$ cat src/rtl/dmem_arb_pkg.sv
// Shared constants for the data-RAM arbiter: FSM state encoding and port indices.
package dmem_arb_pkg;
    localparam logic [1:0] ST_IDLE    = 2'd0;
    localparam logic [1:0] ST_ACCESS  = 2'd1;
    localparam logic [1:0] ST_RD_WAIT = 2'd2;
    localparam logic [1:0] ST_RD_RSP  = 2'd3;

    localparam logic PORT0 = 1'b0;
    localparam logic PORT1 = 1'b1;
endpackage

$ cat src/rtl/dmem_arbiter_rr_arbiter2.sv
// Combinational two-way picker: a lone request wins outright; ties go round-robin or to port 0.
module rr_arbiter2
    import dmem_arb_pkg::*;
#(
    parameter int ROUND_ROBIN = 1
) (
    input  logic [1:0] req,
    input  logic       last_grant,
    output logic       grant_any,
    output logic       winner
);
    assign grant_any = |req;

    always_comb begin
        winner = PORT0;
        if (req == 2'b11)
            winner = (ROUND_ROBIN != 0) ? ~last_grant : PORT0;
        else if (req[1])
            winner = PORT1;
    end
endmodule

$ cat src/rtl/dmem_arbiter.sv
// Shares the single-port data RAM between the LSU (port 0) and the DMA (port 1).
// One access at a time: IDLE -> ACCESS -> IDLE (write) or -> RD_WAIT -> RD_RSP -> IDLE (read).
module dmem_arbiter
    import dmem_arb_pkg::*;
#(
    parameter int ADDR_W      = 8,
    parameter int DATA_W      = 8,
    parameter int ROUND_ROBIN = 1
) (
    input  logic              clk,
    input  logic              rst_n,
    input  logic              p0_req,
    input  logic              p0_we,
    input  logic [ADDR_W-1:0] p0_addr,
    input  logic [DATA_W-1:0] p0_wdata,
    output logic              p0_gnt,
    output logic              p0_rvalid,
    output logic [DATA_W-1:0] p0_rdata,
    input  logic              p1_req,
    input  logic              p1_we,
    input  logic [ADDR_W-1:0] p1_addr,
    input  logic [DATA_W-1:0] p1_wdata,
    output logic              p1_gnt,
    output logic              p1_rvalid,
    output logic [DATA_W-1:0] p1_rdata,
    output logic [ADDR_W-1:0] mem_address,
    output logic              mem_we,
    output logic [DATA_W-1:0] mem_wdata,
    input  logic [DATA_W-1:0] mem_rdata
);
    logic [1:0]        state;
    logic              cmd_we;
    logic              cmd_port;
    logic [ADDR_W-1:0] cmd_addr;
    logic [DATA_W-1:0] cmd_wdata;
    logic              last_grant;
    logic              grant_any;
    logic              winner;

    rr_arbiter2 #(.ROUND_ROBIN(ROUND_ROBIN)) u_pick (
        .req        ({p1_req, p0_req}),
        .last_grant (last_grant),
        .grant_any  (grant_any),
        .winner     (winner)
    );

    always_ff @(posedge clk or negedge rst_n) begin
        if (!rst_n) begin
            state      <= ST_IDLE;
            cmd_we     <= 1'b0;
            cmd_port   <= PORT0;
            cmd_addr   <= '0;
            cmd_wdata  <= '0;
            last_grant <= PORT1;
            p0_rdata   <= '0;
            p1_rdata   <= '0;
        end else begin
            case (state)
                ST_IDLE: begin
                    if (grant_any) begin
                        cmd_port   <= winner;
                        last_grant <= winner;
                        cmd_we     <= (winner == PORT1) ? p1_we    : p0_we;
                        cmd_addr   <= (winner == PORT1) ? p1_addr  : p0_addr;
                        cmd_wdata  <= (winner == PORT1) ? p1_wdata : p0_wdata;
                        state      <= ST_ACCESS;
                    end
                end
                ST_ACCESS:  state <= cmd_we ? ST_IDLE : ST_RD_WAIT;
                // RAM output is valid now; load it so rdata lines up with rvalid in RD_RSP.
                ST_RD_WAIT: begin
                    state <= ST_RD_RSP;
                    if (cmd_port == PORT1) p1_rdata <= mem_rdata;
                    else                   p0_rdata <= mem_rdata;
                end
                default:    state <= ST_IDLE;
            endcase
        end
    end

    // All strobes decode from registered state, so they drop the instant reset asserts.
    assign p0_gnt      = (state == ST_ACCESS) && (cmd_port == PORT0);
    assign p1_gnt      = (state == ST_ACCESS) && (cmd_port == PORT1);
    assign p0_rvalid   = (state == ST_RD_RSP) && (cmd_port == PORT0);
    assign p1_rvalid   = (state == ST_RD_RSP) && (cmd_port == PORT1);
    assign mem_we      = (state == ST_ACCESS) && cmd_we;
    assign mem_address = cmd_addr;
    assign mem_wdata   = cmd_wdata;
endmodule

$ cat config.mk
export PLATFORM = sky130hd
export DESIGN_NAME = dmem_arbiter
export DESIGN_NICKNAME = d
export VERILOG_FILES = /design/src/rtl/dmem_arb_pkg.sv /design/src/rtl/dmem_arbiter_rr_arbiter2.sv /design/src/rtl/dmem_arbiter.sv
export SDC_FILE = /design/constraint.sdc
export NUM_CORES = 1
export LEC_CHECK = 0
export ABC_AREA = 1
export BUFFER_PORTS_ARGS = -buffer_cell sky130_fd_sc_hd__clkbuf_2
export CORE_MARGIN = 2
export CORE_UTILIZATION = 35
export DETAILED_ROUTE_END_ITERATION = 16
export PLACE_DENSITY = 0.69
export REMOVE_ABC_BUFFERS = 1
export SETUP_SLACK_MARGIN = 0.05
export SKIP_LAST_GASP = 1
export SYNTH_ARGS = -nofsm -noshare
export SYNTH_HDL_FRONTEND = slang
export SYNTH_SLANG_ARGS = --single-unit
$ cat constraint.sdc
create_clock -name clk -period 1.3 [get_ports clk]
set_input_delay 0.26 -clock clk [delete_from_list [all_inputs] [get_ports clk]]
set_output_delay 0.26 -clock clk [all_outputs]
set_load 0.02 [all_outputs]
---- After elaboration in Yosys (flattened, before gate mapping) ----
Index checks and enable logic that the tools add are counted.
word-level totals
  bits in registers ....................... 37
  bits in latches ......................... 0
  memory bits (writable) .................. 0
  memory bits (read-only) ................. 0
  bits of input ports ..................... 46
  output and inout bits ................... 37
  memories kept ........................... 0
operators by class
  add/sub/neg operators ................... 0
  $mul .................................... 0
  divide/modulo/power cells ............... 0
  magnitude comparators ................... 0
  equality and inequality tests ........... 5
  shift-type cells ........................ 0
  multiplexer cells ....................... 8
  bitwise gates (word level) .............. 2
  reductions and logical operators ........ 10
operator list
  kind                  count
  $mux W8               2
  $eq A2 B2 Y1 const B  3
  $pmux W2 S3           1
  $reduce_and A2 Y1     3
  $logic_and A1 B1 Y1   5
  $mux W2               2
  $mux W1               3
  $eq A2 B1 Y1 const B  1
  $logic_not A2 Y1      1
  $ne A2 B2 Y1 const B  1
  $not A1 Y1            2
  $reduce_or A2 Y1      1

---- Logic depth before layout (Yosys ltp) ----
  depth in word-level cells ............... 3
  gate-level depth with buffers ........... 7
  gate-level depth less buffers ........... 6

---- Modules after synthesis ----
Synthesis repeated with hierarchy kept, for this count alone.
unflattened totals
  cell total of the unflattened synthesis .. 223
  area total of the unflattened synthesis .. 1729.2 sq um
modules (own cells, without submodules)
  module        instances  cells an instance  area an instance (sq um)  seq. area each (sq um)
  dmem_arbiter  1          220                1714.1                    927.1
  rr_arbiter2   1          3                  15.0                      0.0

---- Worst setup path before layout ----
No wires, ideal clock.
  path type ............................... register to register
  start point ............................. reg last_grant
  end point ............................... reg cmd_wdata[7], in the netlist mem_wdata[7]
  library setup time ...................... 0.117 ns
  data arrival time ....................... 1.024 ns
  data required time ...................... 1.183 ns
  setup slack ............................. 0.159 ns
  cell stages (with the launch flop) ...... 7
  buffers on the path ..................... 1
  cell sequence ........................... dfstp_2 > nand2_2 > nand2_4 > buf_4 > nand2_1 > nand3_2 > nand2_1
on the way
  longest elaborated chain between the ends .. 3
ends and longest elaborated chain
  what                    line                            RTL
  from (decl)             dmem_arbiter.sv:36              logic last_grant;
  from (signal assigned)  dmem_arbiter.sv:62              last_grant <= winner;
  $not A1 Y1              dmem_arbiter_rr_arbiter2.sv:17  winner = (ROUND_ROBIN != 0) ? ~last_grant : PORT0;
  $mux W1                 dmem_arbiter_rr_arbiter2.sv:16  if (req == 2'b11)
  $mux W8                 dmem_arbiter.sv:65              cmd_wdata <= (winner == PORT1) ? p1_wdata : p0_wdata;
  to (signal assigned)    dmem_arbiter.sv:65
  to (decl)               dmem_arbiter.sv:35              logic [DATA_W-1:0] cmd_wdata;
Every way passes these cells.
A chain may end at the register's enable or synchronous reset.

---- Worst setup path in the final report ----
  start point ............................. reg state[1]
  end point ............................... out p1_gnt
on the way
  longest elaborated chain between the ends .. 2
ends and longest elaborated chain
  what                    line                RTL
  from (decl)             dmem_arbiter.sv:31  logic [1:0] state;
  from (signal assigned)  dmem_arbiter.sv:69  ST_ACCESS: state <= cmd_we ? ST_IDLE : ST_RD_WAIT;
  $eq A2 B1 Y1            dmem_arbiter.sv:83  assign p1_gnt = (state == ST_ACCESS) && (cmd_port == PORT1);
  $logic_and A1 B1 Y1     dmem_arbiter.sv:83
  to (decl)               dmem_arbiter.sv:23  output logic p1_gnt,
Every way passes these cells.

==> summary.md <==
| Metric | Value |
|---|---|
| Status | `complete, but fails checks` |
| Violated checks | `setup timing` |
| Vias per cell | `4.21` |
| Die area | `0.00574 mm2` |
| Largest net degree at the start of global routing | `20` |
| Die Y | `75.8 um` |
| Worst hold path depth | `3` |
| CTS clock-pin slew for the worst setup and hold paths | `70 ps` |
| Final setup viols | `3` |
| Rows | `26` |
| Vias in the first global route | `1400` |
| Commonest non-fill, non-tap cell in the layout | `clkbuf_2` |
| P per Cell Area | `2350 mW/mm2` |
| H-tree depth | `2` |
| GR Util All Layers | `14.0%` |
| Placed Cells | `382` |
| Antenna cells | `0` |
| DP Wirelength | `3.05 mm` |
| Slew of the pin with the lowest slew margin | `345 ps` |
| Global-route wire length before repair | `6.12 mm` |
| Total global routing overflow | `0` |
| RSZ-0062 raised after global routing | `true` |
| Max Slew Vio Count | `0` |
| Root buffer cell | `clkbuf_8` |
| Leakage | `1.53 nW` |
| Final worst slack | `-40.0 ps` |
| DRC | `0` |
| Hold Vio Cnt, Final | `0` |
| Reg2reg setup slack | `30 ps` |
| #FFs+latches synth | `37` |
| HP Class | `input pin to flip-flop` |
| Initial core utilization | `35.7%` |
| # port buffers | `82` |
| Worst-path maximum fanout | `4` |
| Yosys warning total | `0` |
| CTS sink count | `37` |
| Antenna violations before repair | `0` |
| Non-filler cells in the finished layout | `398` |
| Final worst path period need | `1340 ps` |
| Routed wire length | `4.08 mm` |
| Critical path capture point type | `output pin` |
| Final Net Count | `373` |
| Core ar. | `0.00504 mm2` |
| Cts bufs inserted | `5` |
| Distinct cells, synth | `16` |
| Post-synthesis sequential area ratio | `51.5%` |
| Max Clk Rate | `0.746 GHz` |
| R2R depth | `8` |
| Post-Syn Area | `0.00180 mm2` |
| Area Overhead vs Synth | `41.4%` |
| Routability cong. | `0.728` |
| Ports | `83` |
| FILL cells | `479` |
| WL/cell | `10.2 um` |
| FF-to-FF Start | `state[1]` |
| Fin util | `50.5%` |
| Share of layout cells above drive strength 1 | `36.6%` |
| Fin crit share | `103%` |
| WP data arrival | `1080 ps` |
| Pre-CTS setup slack | `111 ps` |
| CTS tree | `done` |
| Worst relative slew slack | `77.0%` |
| Hold path endpoint | `p1_rdata[4]` |
| VDD IR max | `770 uV` |
| Max-capacitance violation count | `0` |
| Setup Skew | `2.63 ps` |
| Critical Setup Path Class | `flip-flop to output pin` |
| Horiz. Die Dim | `75.8 um` |
| Worst R2R End | `mem_wdata[1]` |
| Synth Area per Inst | `7.77 um2` |
| Hold path start | `mem_rdata[4]` |
| DRT iter0 DRCs | `43` |
| Vias | `1674` |
| Maximum root-to-sink buffer count | `2` |
| Design Power | `5.99 mW` |
| Clk_lat worst skew | `280 ps` |
| Cell count after synthesis | `232` |
| Post-route ant nets | `0` |
| Setup crit start kind | `flip-flop` |
| Commonest non-fill, non-tap cells in the layout | `clkbuf_2, nand2_1, inv_1` |
| Crit path required time | `1040 ps` |
| First-pass DRT Iterations | `4` |
| Setup TNS | `-95.8 ps` |
## timing repair
item / 4_1_cts / 5_1_grt
hold buffers: 1 / 0
setup buffers: 1 / 5
cloned: 0 / 1
endpoints found under the hold margin: 9 / 0
setup endpoints to repair: 5 / 23
resized for setup: 8 / 22
pin swaps: 3 / 3
## metrics by stage
step | hold slack [ps] | cell area (um2)
6_report | 227 | 2550
5_1_grt | 234 | 2550
4_1_cts | 220 | 2430
3_5_place_dp | 186 | 2300
3_3_place_gp | 174 | 2300
2_1_floorplan | -35.6 | 1720
## cells in the mapped netlist
| master | instances | area share (%) |
|---|---|---|
| nand2_2 | 1 | 0.35 |
| inv_2 | 1 | 0.21 |
| o21ai_0 | 19 | 5.3 |
| nand2_1 | 74 | 15 |
| dfstp_2 | 1 | 1.5 |
| buf_12 | 1 | 1.1 |
| nor2_1 | 5 | 1.0 |
| nor2_4 | 2 | 1.2 |
| buf_6 | 2 | 1.2 |
| dfrtp_1 | 36 | 50 |
| nand3_1 | 35 | 9.7 |
| inv_1 | 47 | 9.8 |
| nand2_4 | 1 | 0.62 |
| buf_4 | 2 | 0.83 |
| nand3_2 | 1 | 0.56 |
| buf_2 | 4 | 1.1 |
## per-layer routing
layer | part of all wire (%) | routed length (um) | GRT usage, %
met5 | 0 | 0 | 0
met4 | 1.5 | 61 | 5.26
met3 | 8.0 | 328 | 3.70
met2 | 43 | 1740 | 22.6
met1 | 48 | 1950 | 18.0
## sequential cells by signal (all words and copies together), names as in the netlist
signal / flops
mem_wdata: 8
p0_rdata: 8
p1_rdata: 8
state: 2
cmd_port: 1
cmd_we: 1
mem_address: 8
last_grant: 1
## where the power goes
group	total, mW	leakage, nW	switching (mW)	internal, mW
Combinational	3.02	1.03	1.84	1.18
Sequential	2.11	0.448	0.361	1.75
Clock	0.855	0.0542	0.377	0.479
## cells by family after synthesis
family | count (synthesis) | share of synthesized area (%)
and+or+nand+nor | 119 | 29.0
buffers and inverters | 57 | 14.3
DFF | 37 | 51.5
AOI/OAI and AO/OA | 19 | 5.28
## worst max-delay path, stage by stage, from the launching register on
cell and delay (ps):
dfrtp_1 410, inv_2 90, nand2_4 80, nor2_2 100
buf_6 120
## final cells by class
| type | instances | area (um2) | area share [%] |
|---|---|---|---|
| flip-flops and latches | 37 | 930 | 36.5 |
| multi-input cells | 138 | 644 | 25.3 |
| repair buffers | 97 | 599 | 23.5 |
| inverters | 48 | 185 | 7.27 |
| clock buffers | 7 | 96.3 | 3.78 |
| well taps | 70 | 87.6 | 3.44 |
| clock inverters | 1 | 5.00 | 0.196 |
## worst max-delay path by stage
stage | start | end | depth (start not counted)
after floorplan | state[0] | cmd_we | 6
after global placement | state[0] | mem_address[4] | 6
after detailed placement | state[0] | mem_address[4] | 6
after CTS | state[1] | p0_gnt | 4
after global routing | state[1] | p1_gnt | 4
final | state[1] | p1_gnt | 4
(Power assumes the default switching activity.)
